<file path="src/rtl/fti16_pkg.sv">
// Shared types for the float-to-int16 arbiter: operand/result typedefs, the
// stage-entry records carried by the two pipeline registers, and occupancy decoding.
package fti16_pkg;

    localparam int NUM_REQ_DEFAULT = 4;
    // Wide enough for the largest supported lane count (16).
    localparam int ID_W_MAX = 4;

    typedef logic [31:0] float32_t;
    typedef logic [15:0] int16_t;

    typedef struct packed {
        logic                valid;
        logic [ID_W_MAX-1:0] id;
        float32_t            data;
    } s1_entry_t;

    typedef struct packed {
        logic                valid;
        logic [ID_W_MAX-1:0] id;
        int16_t              data;
    } s2_entry_t;

    typedef enum logic [1:0] {
        OCC_EMPTY,
        OCC_HALF,
        OCC_FULL
    } occ_e;

    function automatic occ_e occupancy(input logic s1_valid, input logic s2_valid);
        case ({s1_valid, s2_valid})
            2'b00:   return OCC_EMPTY;
            2'b11:   return OCC_FULL;
            default: return OCC_HALF;
        endcase
    endfunction

endpackage

</file>
<file path="src/rtl/float_to_int16.sv">
// Combinational IEEE-754 single to int16 conversion: truncates toward zero,
// saturates out-of-range values and infinities, and maps NaN to zero.
module float_to_int16
    import fti16_pkg::*;
(
    input  float32_t float_in,
    output int16_t   int_out
);

    logic       sign;
    logic [7:0] exp_b;
    logic [22:0] frac;
    logic [4:0] shift;
    int16_t     mag;
    int16_t     sat;

    assign sign  = float_in[31];
    assign exp_b = float_in[30:23];
    assign frac  = float_in[22:0];
    assign sat   = sign ? 16'h8000 : 16'h7FFF;

    always_comb begin
        // NOTE: every signal written here gets a default first, so no latch is inferred.
        int_out = '0;
        shift   = '0;
        mag     = '0;
        if (exp_b == 8'hFF) begin
            int_out = (frac != '0) ? 16'h0000 : sat;
        end else if (exp_b >= 8'd142) begin
            int_out = sat;
        end else if (exp_b >= 8'd127) begin
            // Unbiased exponent 0..14: the integer part is the mantissa shifted right by 23-e.
            shift   = 5'(8'd150 - exp_b);
            mag     = 16'({1'b1, frac} >> shift);
            int_out = sign ? -mag : mag;
        end
    end

endmodule

</file>
<file path="src/rtl/float_to_int16_arbiter.sv">
// Round-robin arbiter feeding one shared float_to_int16 converter through a
// two-stage (S1 operand, S2 result) elastic pipeline with a valid/ready response port.
module float_to_int16_arbiter
    import fti16_pkg::*;
#(
    parameter  int NUM_REQ = NUM_REQ_DEFAULT,
    localparam int IDW     = $clog2(NUM_REQ)
)(
    input  logic                  clk,
    input  logic                  rst,
    input  logic [NUM_REQ-1:0]    req_valid,
    input  logic [32*NUM_REQ-1:0] req_data,
    output logic [NUM_REQ-1:0]    req_ready,
    output logic                  rsp_valid,
    input  logic                  rsp_ready,
    output logic [IDW-1:0]        rsp_id,
    output logic [15:0]           rsp_data,
    output logic                  busy
);

    logic [IDW-1:0] ptr_q, ptr_d;
    logic [IDW-1:0] grant;
    logic           any_req;
    logic           s2_free;
    logic           s1_adv;
    logic           s1_can_load;
    logic           accept;
    s1_entry_t      s1_q, s1_d;
    s2_entry_t      s2_q, s2_d;
    int16_t         conv;
    occ_e           occ;

    // First valid lane at or after the pointer, wrapping past the last lane.
    always_comb begin
        int             idx;
        logic [IDW-1:0] lane;
        grant   = '0;
        any_req = 1'b0;
        idx     = 0;
        lane    = '0;
        for (int k = 0; k < NUM_REQ; k++) begin
            idx = int'(ptr_q) + k;
            if (idx >= NUM_REQ) idx = idx - NUM_REQ;
            lane = IDW'(idx);
            if (!any_req && req_valid[lane]) begin
                any_req = 1'b1;
                grant   = lane;
            end
        end
    end

    float_to_int16 u_conv (
        .float_in (s1_q.data),
        .int_out  (conv)
    );

    always_comb begin
        s2_free     = !s2_q.valid || rsp_ready;
        s1_adv      = s1_q.valid && s2_free;
        s1_can_load = !s1_q.valid || s1_adv;
        // Flops are already cleared under rst, so gate here to keep every ready low.
        accept      = any_req && s1_can_load && !rst;

        req_ready = '0;
        if (accept) req_ready[grant] = 1'b1;

        ptr_d = ptr_q;
        if (accept) ptr_d = (grant == IDW'(NUM_REQ - 1)) ? '0 : grant + 1'b1;

        s1_d = s1_q;
        if (s1_adv) s1_d.valid = 1'b0;
        if (accept) begin
            s1_d.valid = 1'b1;
            s1_d.id    = ID_W_MAX'(grant);
            s1_d.data  = req_data[32*grant +: 32];
        end

        s2_d = s2_q;
        if (s2_q.valid && rsp_ready) s2_d.valid = 1'b0;
        if (s1_adv) begin
            s2_d.valid = 1'b1;
            s2_d.id    = s1_q.id;
            s2_d.data  = conv;
        end

        occ = occupancy(s1_q.valid, s2_q.valid);
    end

    // NOTE: sequential state uses non-blocking assignments so all flops update together.
    always_ff @(posedge clk or posedge rst) begin
        if (rst) begin
            ptr_q <= '0;
            // NOTE: payload fields are reset too, because rsp_id/rsp_data must read zero in reset.
            s1_q  <= '0;
            s2_q  <= '0;
        end else begin
            ptr_q <= ptr_d;
            s1_q  <= s1_d;
            s2_q  <= s2_d;
        end
    end

    assign rsp_valid = s2_q.valid;
    assign rsp_id    = IDW'(s2_q.id);
    assign rsp_data  = s2_q.data;
    assign busy      = (occ != OCC_EMPTY);

endmodule

</file>
<file path="config.mk">
export PLATFORM = sky130hd
export DESIGN_NAME = float_to_int16_arbiter
export DESIGN_NICKNAME = d
export VERILOG_FILES = /design/src/rtl/fti16_pkg.sv /design/src/rtl/float_to_int16.sv /design/src/rtl/float_to_int16_arbiter.sv
export SDC_FILE = /design/constraint.sdc
export NUM_CORES = 1
export LEC_CHECK = 0
export BUFFER_PORTS_ARGS = -buffer_cell sky130_fd_sc_hd__buf_2
export CAP_MARGIN = 20
export CELL_PAD_IN_SITES_DETAIL_PLACEMENT = 0
export CELL_PAD_IN_SITES_GLOBAL_PLACEMENT = 1
export CORE_MARGIN = 5
export CORE_UTILIZATION = 30
export CTS_BUF_LIST = sky130_fd_sc_hd__clkbuf_2
export DETAILED_ROUTE_END_ITERATION = 12
export GPL_TIMING_DRIVEN = 0
export PLACE_DENSITY_LB_ADDON = 0.1
export SLEW_MARGIN = 15
export SYNTH_ARGS = -nofsm -noshare
export SYNTH_HDL_FRONTEND = slang
export SYNTH_HIERARCHICAL = 1
export SYNTH_SLANG_ARGS = --single-unit
</file>
<file path="constraint.sdc">
create_clock -name clk -period 4.92 [get_ports clk]
set_input_delay 0.984 -clock clk [delete_from_list [all_inputs] [get_ports clk]]
set_output_delay 0.984 -clock clk [all_outputs]
set_load 0.005 [all_outputs]
</file>
## After elaboration in Yosys (flattened, before gate mapping)

Index checks and enable logic that the tools add are counted.

- Reductions and logical operators: 21
- Shifts and indexed selects: 2
- Muxes and demuxes: 35
- $add $sub $neg: 10
- Order comparisons: 12
- Equality and inequality tests: 3

Operators by type and width:

| operator | number |
|---|---|
| indexed part select 128 x 8 -> 32 bit | 1 |
| 2-to-1 mux 16 bit | 6 |
| 2-to-1 mux 37 bit | 1 |
| >> shifter 24 x 5 -> 16 bit | 1 |
| nonzero test 23 bit | 1 |
| 2-to-1 mux 21 bit | 1 |
| 2-to-1 mux 2 bit | 9 |
| negation 16 bit | 1 |
| less-than comparator 2 x 3 -> 1 bit, second input constant | 5 |
| 2-to-1 mux 1 bit | 11 |
| greater-or-equal comparator 3 bit, second input constant | 3 |
| binary-select mux 1 bit (select 2 bit) | 4 |
| equality test 8 bit, second input constant | 1 |
| greater-or-equal comparator 8 x 7 -> 1 bit, second input constant | 1 |
| greater-or-equal comparator 8 bit, second input constant | 1 |
| logical AND 1 bit | 8 |
| subtractor 2 x 1 -> 2 bit, second input constant | 4 |
| adder 2 x 2 -> 3 bit, second input constant | 2 |
| zero test 1 bit | 6 |
| nonzero test 2 bit | 3 |
| subtractor 5 bit, first input constant | 1 |
| equality test 2 bit, second input constant | 2 |
| 2-to-1 mux 4 bit | 1 |
| one-hot mux 2 bit (2 select lines) | 1 |
| 7 further kinds | 8 |

- Word-level logic and storage cells: 90
- Flip-flop bits (word level): 56

## Longest topological paths before layout

Gate-level depths: netlist (run 1).

- Depth after elaboration: 19
- Depth in mapped cells: 17
- Gate-level depth less buffers: 13

## By module

The synthesis (run 1) kept the hierarchy.

Modules (own cells, without submodules):

| module | area an instance (µm²) | times used | cells an instance | sequential area each (µm²) |
|---|---|---|---|---|
| float_to_int16_arbiter | 3121.7 | 1 | 264 | 1401.3 |
| float_to_int16 | 2143.3 | 1 | 283 | 0.0 |

## Worst setup path after synthesis (run 1)

No wires, ideal clock.

- Kind: register to register
- From: register s1_q[23] in the netlist's numbering
- To: register s2_q, in the netlist rsp_data[12]
- Period minus slack after synthesis: 4603 ps
- Cell stages (with the launch flop): 18
- Buffers on the path: 4
- Arrival time: 4478 ps
- Setup slack: 317 ps
- Path through: dfrtp_1 > clkinv_1 > clkbuf_1 > ha_1 > buf_6 > buf_6 > buf_2 > mux2i_1 > mux2i_1 > mux2_2 > a222oi_1 > ha_1 > o311ai_1 > nor4_2 > nand4_2 > o21a_1 > or3_1 > mux2_2

- Cells in the longest elaborated chain, start to end: 7
- Elaborated cells on any way between the ends: 10
- Classes of those cells: add/sub (2); order compare (2); eq/ne (1); shift (1); mux (4)

RTL lines:

| what | RTL line | text |
|---|---|---|
| start, declared | float_to_int16_arbiter.sv:28 | `s1_entry_t s1_q, s1_d;` |
| start signal, assigned | float_to_int16_arbiter.sv:94 | `s1_q <= '0;` |
| start signal, assigned | float_to_int16_arbiter.sv:98 | `s1_q <= s1_d;` |
| subtractor 5 bit | float_to_int16.sv:33 | `shift = 5'(8'd150 - exp_b);` |
| >> shifter 24 x 5 -> 16 bit | float_to_int16.sv:34 | `mag = 16'({1'b1, frac} >> shift);` |
| negation 16 bit | float_to_int16.sv:35 | `int_out = sign ? -mag : mag;` |
| 2-to-1 mux 16 bit | float_to_int16.sv:35 |  |
| 2-to-1 mux 16 bit | float_to_int16.sv:31 | `end else if (exp_b >= 8'd127) begin` |
| 2-to-1 mux 16 bit | float_to_int16.sv:29 | `end else if (exp_b >= 8'd142) begin` |
| 2-to-1 mux 16 bit * | float_to_int16.sv:27 | `if (exp_b == 8'hFF) begin` |
| net conv[12] | float_to_int16_arbiter.sv:30 | `int16_t conv;` |
| end signal, assigned | float_to_int16_arbiter.sv:95 | `s2_q <= '0;` |
| end signal, assigned | float_to_int16_arbiter.sv:99 | `s2_q <= s2_d;` |
| end, declared | float_to_int16_arbiter.sv:29 | `s2_entry_t s2_q, s2_d;` |

Mark *: on every way through the listed nets, which the timed path passes. The rest lies on a longest branch.
A chain may end at the register's enable or synchronous reset.

## Worst setup path in the final report (run 1)

Same ends and word-level chain as after synthesis.

==> results.sh, run 1 <==
export IMPL_final_common_cell="buf_2"
export IMPL_final_cell_mix="buf_2, mux2i_1, dfrtp_1"
export IMPL_detail_route_wl_per_cell_um=18.7
export IMPL_drt_total_wl_mm=17.7
export IMPL_worstMarginPinSlew_ps=795
export IMPL_wl_met3_um=903
export IMPL_syn_inst=547
export IMPL_die_area_um2=20300
export IMPL_ant_nets=0
export IMPL_instances_no_fill=946
export IMPL_drtIter0Drc=333
export IMPL_top_layer_used="met4"
export IMPL_synth_seq_cells=56
export IMPL_hp_class="reg2reg"
export IMPL_placedCellCount=930
export IMPL_rrSetupSlack_ps=390
export IMPL_tritoncts="yes"
export IMPL_clock_skew_ps=16.0
export IMPL_dp_hpwl_mm=14.3
export IMPL_crit_path_top_delay_cell="dfrtp_2"
export IMPL_worstSetupPathType="reg2reg"
export IMPL_route_detailed_drc=0
export IMPL_grt_ovfl_total=0
export IMPL_ios=159
export IMPL_syn_area_um2=5270
export IMPL_diodes=0
export IMPL_final_min_clock_period_ps=4530
export IMPL_core_um2=17200
export IMPL_power_density_nw_per_um2=792
export IMPL_cts_root_buffer="clkbuf_2"
export IMPL_rows=48
export IMPL_drive_gt1_share_pct=39.9
export IMPL_initial_utilization_pct=30.5
export IMPL_grt_max_degree=60
export IMPL_clk_latency_ps=510
export IMPL_required_ps=5350
export IMPL_critical_path_cell_chain="clkinvlp_4 > buf_4 > ha_1 > buf_6 > buf_6 > clkbuf_4 > mux2i_1 > mux2i_1 > mux2_2 > a222oi_1 > buf_4 > ha_1 > o311ai_1 > nor4_2 > nand4_2 > o21a_1 > or3_1 > mux2_2"
export IMPL_grt_pass1_wl_mm=28.4
export IMPL_fmax_ghz=0.221
export IMPL_place_congestion=0.863
export IMPL_maxCapViolations=0
export IMPL_cts_max_level=2
export IMPL_yosys_area_top_type_share_pct=26.6
export IMPL_start_kind="register"
export IMPL_maxSlewViolCount=0
export IMPL_irDropWorstVdd_v=0.000238
export IMPL_route_met2_wl_mm=8.34
export IMPL_critical_path_endpoint_type="register"
export IMPL_die_h_um=142
export IMPL_cts_buffers=5
export IMPL_firstDrtPassIters=5
export IMPL_critPathArrivalTime_ps=4960
export IMPL_synth_edf_count=0
export IMPL_cp_max_fo=10
export IMPL_synthFlopType="dfrtp_1"
export IMPL_track_usage_pct=17.6
export IMPL_hold_slack_ps=518
export IMPL_nFillCells=1802
export IMPL_syn_avg_cell_area_um2=9.63
export IMPL_yosysUniqueCellTypes=71
export IMPL_finalSetupTns_ps=0
export IMPL_synth_area_top_cells="dfrtp_1, mux2i_1, o221ai_2"
export IMPL_io_buffers=158
export IMPL_hold_violations=0
export IMPL_syn2layout_area_growth_pct=22.9
export IMPL_ys_seq_area_share_pct=26.6
export IMPL_grt_setup_unrepaired="no"
export IMPL_p_leak_nw=2.99
export IMPL_cts_clk_slew_worst_paths_ps=300
export IMPL_nNetsFinal=860
export IMPL_die_w_um=142
export IMPL_final_setup_viol_count=0
export IMPL_fin_crit_sh_pct=92.0
export IMPL_clk_path_buf_depth=2
export IMPL_yosys_area_top_type="dfrtp_1"
export IMPL_grt_pass1_vias=5433
export IMPL_outcome="completed"
export IMPL_clock_sinks=56
export IMPL_max_stage_delay_ps=470
export IMPL_via_count=5067
export IMPL_synthArstFlopShare_pct=100
export IMPL_synth_fp_nets=687
export IMPL_antenna_found_initial=0
export IMPL_relSlewSlack_pct=46.7
export IMPL_yosys_warnings=6
export IMPL_vias_per_cell=5.36
export IMPL_wl_met1_mm=8.13
==> per-stage QoR <==
| stage | setup WS (ps) | instance area [um^2] | utilization (%) | total power, mW |
|---|---|---|---|---|
| after floorplan | 317 | 5270 | - | 3.78 |
| after global placement | -878 | 6340 | 36.8 | 4.77 |
| after detailed placement | -894 | 6340 | 36.8 | 4.80 |
| after CTS | 33.2 | 6440 | 37.4 | 5.12 |
| after global routing | 86.6 | 6470 | 37.5 | 5.60 |
| final | 393 | 6470 | 37.5 | 5.12 |
==> path summary, 6_finish.rpt <==
| kind | startpoint | endpoint | cells past startpoint |
|---|---|---|---|
| worst min-delay path | s1_q[32] | s1_q[32] | 2 |
| worst max register to register | s1_q[23] | rsp_data[12] | 18 |
| worst min register to register | s1_q[32] | s1_q[32] | 2 |
| min in group asynchronous | rst | rsp_id[1] | 2 |
| worst max-delay path | s1_q[23] | rsp_data[12] | 18 |
| max in group asynchronous | rst | s1_q[23] | 2 |
==> cells in the mapped netlist, types with 4 or more instances <==
master	instances
nand2b_1	6
dfrtp_1	56
o211ai_1	6
o221ai_2	30
a21oi_1	18
o221ai_1	5
clkbuf_1	12
buf_4	6
ha_1	5
inv_1	36
mux2i_1	68
mux4_2	6
xnor2_1	5
nand4_1	8
nor4_1	9
a211o_1	4
nor3_1	12
nand3_1	14
mux2_2	28
or3_1	7
nor2_1	26
buf_2	11
buf_6	9
o21ai_0	10
nand2_1	35
o22ai_1	7
a22oi_1	33
and2_1	5
==> repair_timing <==
action                                  CTS  global route
hold buffers                              0             0
resized for setup                         4             3
pin swaps                                 3             1
endpoints found under the setup margin   13             4
hold endpoints to repair                  0             0
setup buffers                             5             3
==> worst max-delay path, delay by kind of cell (launching register included) <==
kind / cells / cell delay, ps
simple gates: 3 / 780
mux: 4 / 1010
compound gates: 3 / 620
fa+ha+maj: 2 / 490
flops: 1 / 470
buf+inv: 6 / 1060
==> logic make-up (layout without fill, tap and decap cells) <==
group	count (synthesis)	count (layout)	share of synthesized area [%]
flip-flops	56	56	26.6
buffers and inverters	79	253	7.82
multiplexers	106	106	23.2
adder cells (fa/ha/maj)	5	5	1.19
AO/OA/AOI/OAI	152	152	25.5
XOR/XNOR	9	9	1.85
AND/OR/NAND/NOR	140	140	13.8
==> per-layer routing <==
metal | vias to the layer above | track usage [%]
met5 | - | 0
met4 | 0 | 4.65
met3 | 16 | 3.39
met2 | 128 | 29.0
met1 | 2450 | 23.6
li1 | 2473 | -
==> final cells by class <==
| type | instances | area, um^2 | area share, % |
|---|---|---|---|
| Clock buffer | 6 | 30.0 | 0.464 |
| Tap cell | 225 | 282 | 4.35 |
| Multi-Input combinational cell | 412 | 3460 | 53.5 |
| Sequential cell | 56 | 1400 | 21.7 |
| Timing Repair Buffer | 166 | 851 | 13.2 |
| Buffer | 40 | 272 | 4.20 |
| Clock inverter | 2 | 16.3 | 0.251 |
| Inverter | 39 | 153 | 2.36 |
==> registers in the layout, summed over array words and instances, names as in the netlist <==
name / count
ptr_q: 2
rsp_valid: 1
s1_q: 35
rsp_id: 2
rsp_data: 16
==> where the power goes <==
part,switching (mW),internal (mW),total [mW],leakage [nW]
clock network,0.163,0.0379,0.201,0.0292
registers,0.201,0.656,0.856,0.696
logic,2.30,1.77,4.07,2.27
total,2.66,2.46,5.12,2.99
Note: power is estimated with default switching activity, not from simulation.
==> inputs of run 2 (changes only) <==
- SYNTH_HIERARCHICAL: 1 -> unset
==> results.sh, run 2 <==
export IMPL_place_congestion=0.943
export IMPL_synth_edf_count=0
export IMPL_route_detailed_drc=0
export IMPL_p_leak_nw=2.98
export IMPL_io_buffers=158
export IMPL_final_setup_viol_count=0
export IMPL_final_common_cell="buf_2"
export IMPL_dp_hpwl_mm=16.0
export IMPL_cts_max_level=2
export IMPL_track_usage_pct=18.3
export IMPL_grt_setup_unrepaired="no"
export IMPL_core_um2=17800
export IMPL_grt_max_degree=36
export IMPL_fmax_ghz=0.224
export IMPL_final_min_clock_period_ps=4460
export IMPL_power_density_nw_per_um2=710
export IMPL_max_stage_delay_ps=500
export IMPL_ant_nets=0
export IMPL_fin_crit_sh_pct=90.7
export IMPL_finalSetupTns_ps=0
export IMPL_rows=49
export IMPL_die_w_um=144
export IMPL_crit_top_cell="inv_1"
export IMPL_maxCapViolations=0
export IMPL_clock_skew_ps=42.5
export IMPL_synthFlopType="dfrtp_1"
export IMPL_yosys_warnings=0
export IMPL_ys_seq_area_share_pct=26.0
export IMPL_cp_buffers_inverters=6
export IMPL_syn2layout_area_growth_pct=21.3
export IMPL_cts_root_buffer="clkbuf_2"
export IMPL_synthArstFlopShare_pct=100
export IMPL_antenna_found_initial=1
export IMPL_synth_area_top_cells="dfrtp_1, nor2_1, nand2_1"
export IMPL_yosys_cell_count_top_type="nor2_1"
export IMPL_post_cts_buffers=0
export IMPL_worstMarginPinSlew_ps=773
export IMPL_cts_resized_gates=0
export IMPL_top_register="s1_q"
export IMPL_start_kind="register"
export IMPL_tritoncts="yes"
export IMPL_initial_utilization_pct=30.2
export IMPL_rrSetupSlack_ps=460
export IMPL_synth_common_cells="nor2_1, nand2_1, o21ai_0"
export IMPL_detail_route_wl_per_cell_um=16.9
export IMPL_irDropWorstVdd_v=0.000266
export IMPL_firstDrtPassIters=5
export IMPL_synth_fp_nets=877
export IMPL_cts_clk_slew_worst_paths_ps=310
export IMPL_via_count=5859
export IMPL_critical_path_cell_chain="inv_1 > buf_2 > ha_1 > buf_6 > buf_12 > mux2_1 > mux4_2 > o21ai_0 > o221ai_2 > inv_1 > ha_1 > inv_1 > nor3_1 > nand4_1 > a211oi_2 > nor3b_2"
export IMPL_hp_class="in2async"
export IMPL_cp_max_fo=10
export IMPL_critPathArrivalTime_ps=4920
export IMPL_critical_path_endpoint_type="register"
export IMPL_grt_pass1_vias=5827
export IMPL_vias_per_cell=5.18
export IMPL_yosysUniqueCellTypes=67
export IMPL_die_h_um=144
export IMPL_crit_path_top_delay_cell="mux4_2"
export IMPL_syn_area_um2=5400
export IMPL_crit_family="buffers and inverters"
export IMPL_grt_pass1_wl_mm=30.6
export IMPL_synth_seq_cells=56
export IMPL_clk_path_buf_depth=2
export IMPL_grt_ovfl_total=0
export IMPL_maxSlewViolCount=0
export IMPL_drtIter0Drc=298
export IMPL_syn_avg_cell_area_um2=7.35
export IMPL_hold_buffers=0
export IMPL_final_cell_mix="buf_2, nor2_1, nand2_1"
export IMPL_required_ps=5380
export IMPL_hold_violations=0
export IMPL_yosys_area_top_type="dfrtp_1"
export IMPL_instances_no_fill=1131
export IMPL_relSlewSlack_pct=48.0
export IMPL_placedCellCount=1122
export IMPL_worstSetupPathType="reg2reg"
export IMPL_drive_gt1_share_pct=25.3
export IMPL_clk_latency_ps=530
export IMPL_die_area_um2=20800
export IMPL_drt_total_wl_mm=19.1
export IMPL_cts_buffers=5
export IMPL_ios=159
export IMPL_power_mw=4.64
export IMPL_largest_reg_flops=35
export IMPL_clock_sinks=56
export IMPL_syn_inst=734
export IMPL_yosys_area_top_type_share_pct=26.0
export IMPL_nNetsFinal=1043
export IMPL_outcome="completed"
run 2: cell count changes in the layout (fill, tap and decap cells not counted), moves of 24 or more:
cell      previous run  this run
a22oi_1             33         2
mux2i_1             68        25
nand2_1             35       126
nand3_1             14        38
nor2_1              26       139
o21ai_0             10        90
o221ai_2            30         4
run 2: layout make-up:
cell class                 count  area (um^2)
antenna                        1         2.50
buffer                        49          230
clock buffer                   5         25.0
clock inverter                 3         23.8
fill                        1930        11300
inverter                      16         60.1
multi-input combinational    613         3700
sequential                    56         1400
tap                          229          287
timing repair buffer         159          811
run 2: power by group:
part           total [mW]  switching, mW  internal (mW)
logic                3.60           2.13           1.47
registers           0.850          0.196          0.654
clock network       0.195          0.159         0.0352
run 2: cell families (layout without fill, tap and decap cells):
kind of cell	count (synthesis)	after routing	share of synthesized area, %
AO/OA/AOI/OAI	173	173	20.0
XOR/XNOR	8	8	1.58
adder cells (fa/ha/maj)	8	8	1.85
buffers and inverters	65	232	5.38
flip-flops	56	56	26.0
multiplexers	62	62	15.9
other	0	1	0
AND/OR/NAND/NOR	362	362	29.3
run 2: worst register-to-register path, stage by stage, from the launching register on:
cell	delay (ps)
dfrtp_1	470
inv_1	340
buf_2	360
ha_1	300
buf_6	150
buf_12	150
mux2_1	330
mux4_2	500
o21ai_0	150
o221ai_2	230
inv_1	100
ha_1	190
inv_1	80
nor3_1	480
nand4_1	240
a211oi_2	290
nor3b_2	70
run 2: worst paths after layout:
kind / startpoint / end / depth (start not counted)
max: s1_q[23] / rsp_data[12] / 16
min: rst / s1_q[36] / 2
max reg2reg: s1_q[23] / rsp_data[12] / 16
min reg2reg: s1_q[33] / s1_q[33] / 2
max in group asynchronous: rst / s1_q[22] / 3
min in group clk: s1_q[33] / s1_q[33] / 2
run 2: per-stage QoR:
| stage | instance area (um^2) | util (%) | setup slack (ps) | hold slack, ps |
|---|---|---|---|---|
| final | 6550 | 36.7 | 457 | 423 |
| after global routing | 6550 | 36.7 | 148 | 396 |
| after CTS | 6540 | 36.7 | 466 | 390 |
| after detailed placement | 6490 | 36.4 | 505 | 474 |
| after global placement | 6470 | 36.3 | 492 | 468 |
| after floorplan | 5400 | - | 1150 | 444 |
run 2: per-layer routing:
| layer | vias to the layer above | GRT usage [%] | wire length, um |
|---|---|---|---|
| li1 | 2920 | - | - |
| met1 | 2726 | 25.3 | 8820 |
| met4 | 0 | 5.20 | 366 |
| met3 | 21 | 3.08 | 1020 |
| met5 | - | 0 | 0 |
| met2 | 192 | 29.6 | 8920 |
==> inputs of run 3 (changes only) <==
- REMOVE_ABC_BUFFERS: unset -> 1
==> results.sh, run 3 (synthesis gave the netlist of run 2 again) <==
export IMPL_rr_worst_depth=13
export IMPL_cp_max_fo=34
export IMPL_final_cell_mix="buf_2, nor2_1, nand2_1"
export IMPL_initial_utilization_pct=30.2
export IMPL_final_setup_viol_count=0
export IMPL_max_stage_delay_ps=770
export IMPL_diodes=0
export IMPL_seqPwrFrac_pct=20.6
export IMPL_top_register="s1_q"
export IMPL_grt_setup_unrepaired="no"
export IMPL_required_ps=5340
export IMPL_p_int_mw=2.12
export IMPL_drt_total_wl_mm=17.0
export IMPL_antenna_found_initial=0
export IMPL_drtIter0Drc=223
export IMPL_cts_root_buffer="clkbuf_2"
export IMPL_crit_top_cell="inv_1"
export IMPL_relSlewSlack_pct=35.4
export IMPL_hold_depth=2
export IMPL_worstMarginPinSlew_ps=965
export IMPL_die_w_um=144
export IMPL_combPwrFrac_pct=75.5
export IMPL_route_detailed_drc=0
export IMPL_start_kind="register"
export IMPL_design_area_um2=6480
export IMPL_clk_latency_ps=490
export IMPL_p_sw_mw=2.38
export IMPL_nNetsFinal=1001
export IMPL_finalSetupTns_ps=0
export IMPL_fin_crit_sh_pct=94.5
export IMPL_irDropWorstVdd_v=0.000310
export IMPL_rrSetupSlack_ps=270
export IMPL_cts_buffers=5
export IMPL_place_congestion=0.843
export IMPL_grt_max_degree=55
export IMPL_r2r_end="rsp_data[12]"
export IMPL_crit_path_top_delay_cell="dfrtp_2"
export IMPL_die_area_um2=20800
export IMPL_hp_class="reg2reg"
export IMPL_use_met3_pct=2.45
export IMPL_p_leak_nw=2.94
export IMPL_clock_sinks=56
export IMPL_p_clk_share_pct=3.9
export IMPL_outcome="completed"
export IMPL_via_count=5510
export IMPL_die_h_um=144
export IMPL_firstDrtPassIters=4
export IMPL_cts_max_level=2
export IMPL_cts_clk_slew_worst_paths_ps=260
export IMPL_rr_startpoint="s1_q[23]"
export IMPL_hp_start="s1_q[32]"
export IMPL_hold_end="s1_q[32]"
export IMPL_track_usage_pct=16.5
export IMPL_grt_pass1_wl_mm=27.9
export IMPL_timing_final_ws_setup_ps=271
export IMPL_worstSetupPathType="reg2reg"
export IMPL_place_ws_ps=-892
export IMPL_grt_ovfl_total=0
export IMPL_syn2layout_area_growth_pct=20.1
export IMPL_rows=49
export IMPL_clk_path_buf_depth=2
export IMPL_nFillCells=1918
export IMPL_detail_route_wl_per_cell_um=15.7
export IMPL_ant_nets=0
export IMPL_p_sw_share_pct=52.9
export IMPL_drive_gt1_share_pct=26.7
export IMPL_core_um2=17800
export IMPL_placedCellCount=1078
export IMPL_globalRouteMet1Util_pct=21.9
export IMPL_maxSlewViolCount=0
export IMPL_io_buffers=158
export IMPL_grt_pass1_vias=5462
export IMPL_largest_reg_flops=35
export IMPL_tritoncts="yes"
export IMPL_critPathArrivalTime_ps=5070
export IMPL_dp_hpwl_mm=13.8
export IMPL_maxCapViolations=0
export IMPL_final_common_cell="buf_2"
export IMPL_fmax_ghz=0.215
export IMPL_final_min_clock_period_ps=4650
export IMPL_vias_per_cell=5.07
export IMPL_critical_path_endpoint_type="register"
export IMPL_ios=159
export IMPL_placed_cell_area_um2=6410
export IMPL_critical_path_cell_chain="clkinvlp_4 > ha_4 > mux2_1 > mux4_2 > o21ai_0 > o221ai_2 > inv_1 > ha_1 > inv_1 > nor3_1 > nand4_1 > a211oi_2 > nor3b_2"
export IMPL_grtUsageMet2_pct=28.1
export IMPL_grt_busiest_layer="met2"
export IMPL_instances_no_fill=1087
export IMPL_power_density_nw_per_um2=695
export IMPL_hold_violations=0
export IMPL_clock_skew_ps=14.2
==> run 3: cell types whose count changed in the layout (fill, tap and decap cells not counted), moves of 2 or more <==
cell | previous run | this run
buf_2 | 164 | 158
clkinv_1 | 0 | 2
buf_12 | 2 | 4
inv_1 | 15 | 13
buf_1 | 5 | 0
clkbuf_1 | 33 | 0
buf_6 | 2 | 0
buf_16 | 0 | 2
==> run 3: worst max-delay path by stage <==
stage	start	endpoint	slack [ps]	cells after the start
2_1_floorplan	req_valid[0]	req_ready[3]	-90	7
3_3_place_gp	req_valid[0]	req_ready[3]	-1640	8
3_5_place_dp	s1_q[23]	rsp_data[12]	-890	13
4_1_cts	s1_q[23]	rsp_data[12]	220	12
5_1_grt	s1_q[23]	rsp_data[12]	3	13
6_report	s1_q[23]	rsp_data[12]	270	13
==> run 3: timing repair <==
| action | CTS | global route |
|---|---|---|
| setup endpoints to repair | 15 | 4 |
| hold buffers | 0 | 0 |
| pin swaps | 0 | 1 |
| gates cloned | 0 | 1 |
| resized for setup | 3 | 0 |
| setup buffers | 1 | 0 |
==> run 3: metrics by stage <==
step	util, %	power, mW	hold WS [ps]
5_1_grt	36.3	4.97	533
3_5_place_dp	35.9	4.34	472
3_3_place_gp	35.0	4.24	457
2_1_floorplan	-	3.32	444
6_report	36.3	4.51	519
4_1_cts	36.3	4.55	484
==> run 3: routing by layer <==
| metal | routed length [um] | share of wire (%) |
|---|---|---|
| met2 | 8340 | 49 |
| met5 | 0 | 0 |
| met1 | 7750 | 45 |
| met3 | 632 | 3.7 |
| met4 | 326 | 1.9 |
==> run 3: power by group through the flow <==
stage          sequential [mW]  combinational, mW  clock [mW]
2_1_floorplan            0.859               2.46           0
3_5_place_dp             0.941               3.39           0
3_3_place_gp             0.925               3.31           0
6_report                 0.929               3.40       0.174
4_1_cts                  0.935               3.42       0.194
5_1_grt                  0.981               3.79       0.205
==> run 3: layout make-up <==
cell class | instances | area, um^2 | area share [%]
multi-input cells | 614 | 3760 | 58.1
clock inverters | 2 | 7.51 | 0.116
flip-flops and latches | 56 | 1400 | 21.6
inverters | 16 | 63.8 | 0.984
well taps | 229 | 287 | 4.42
clock buffers | 5 | 25.0 | 0.386
repair buffers | 165 | 933 | 14.4
==> run 3: critical path: cells and delay by family, from the launching register on <==
family	cells	cell delay, ps
muxes	2	980
and+or+nand+nor	3	820
adders and majority gates	2	810
DFF	1	770
AOI/OAI and AO/OA	3	730
buffers and inverters	3	450
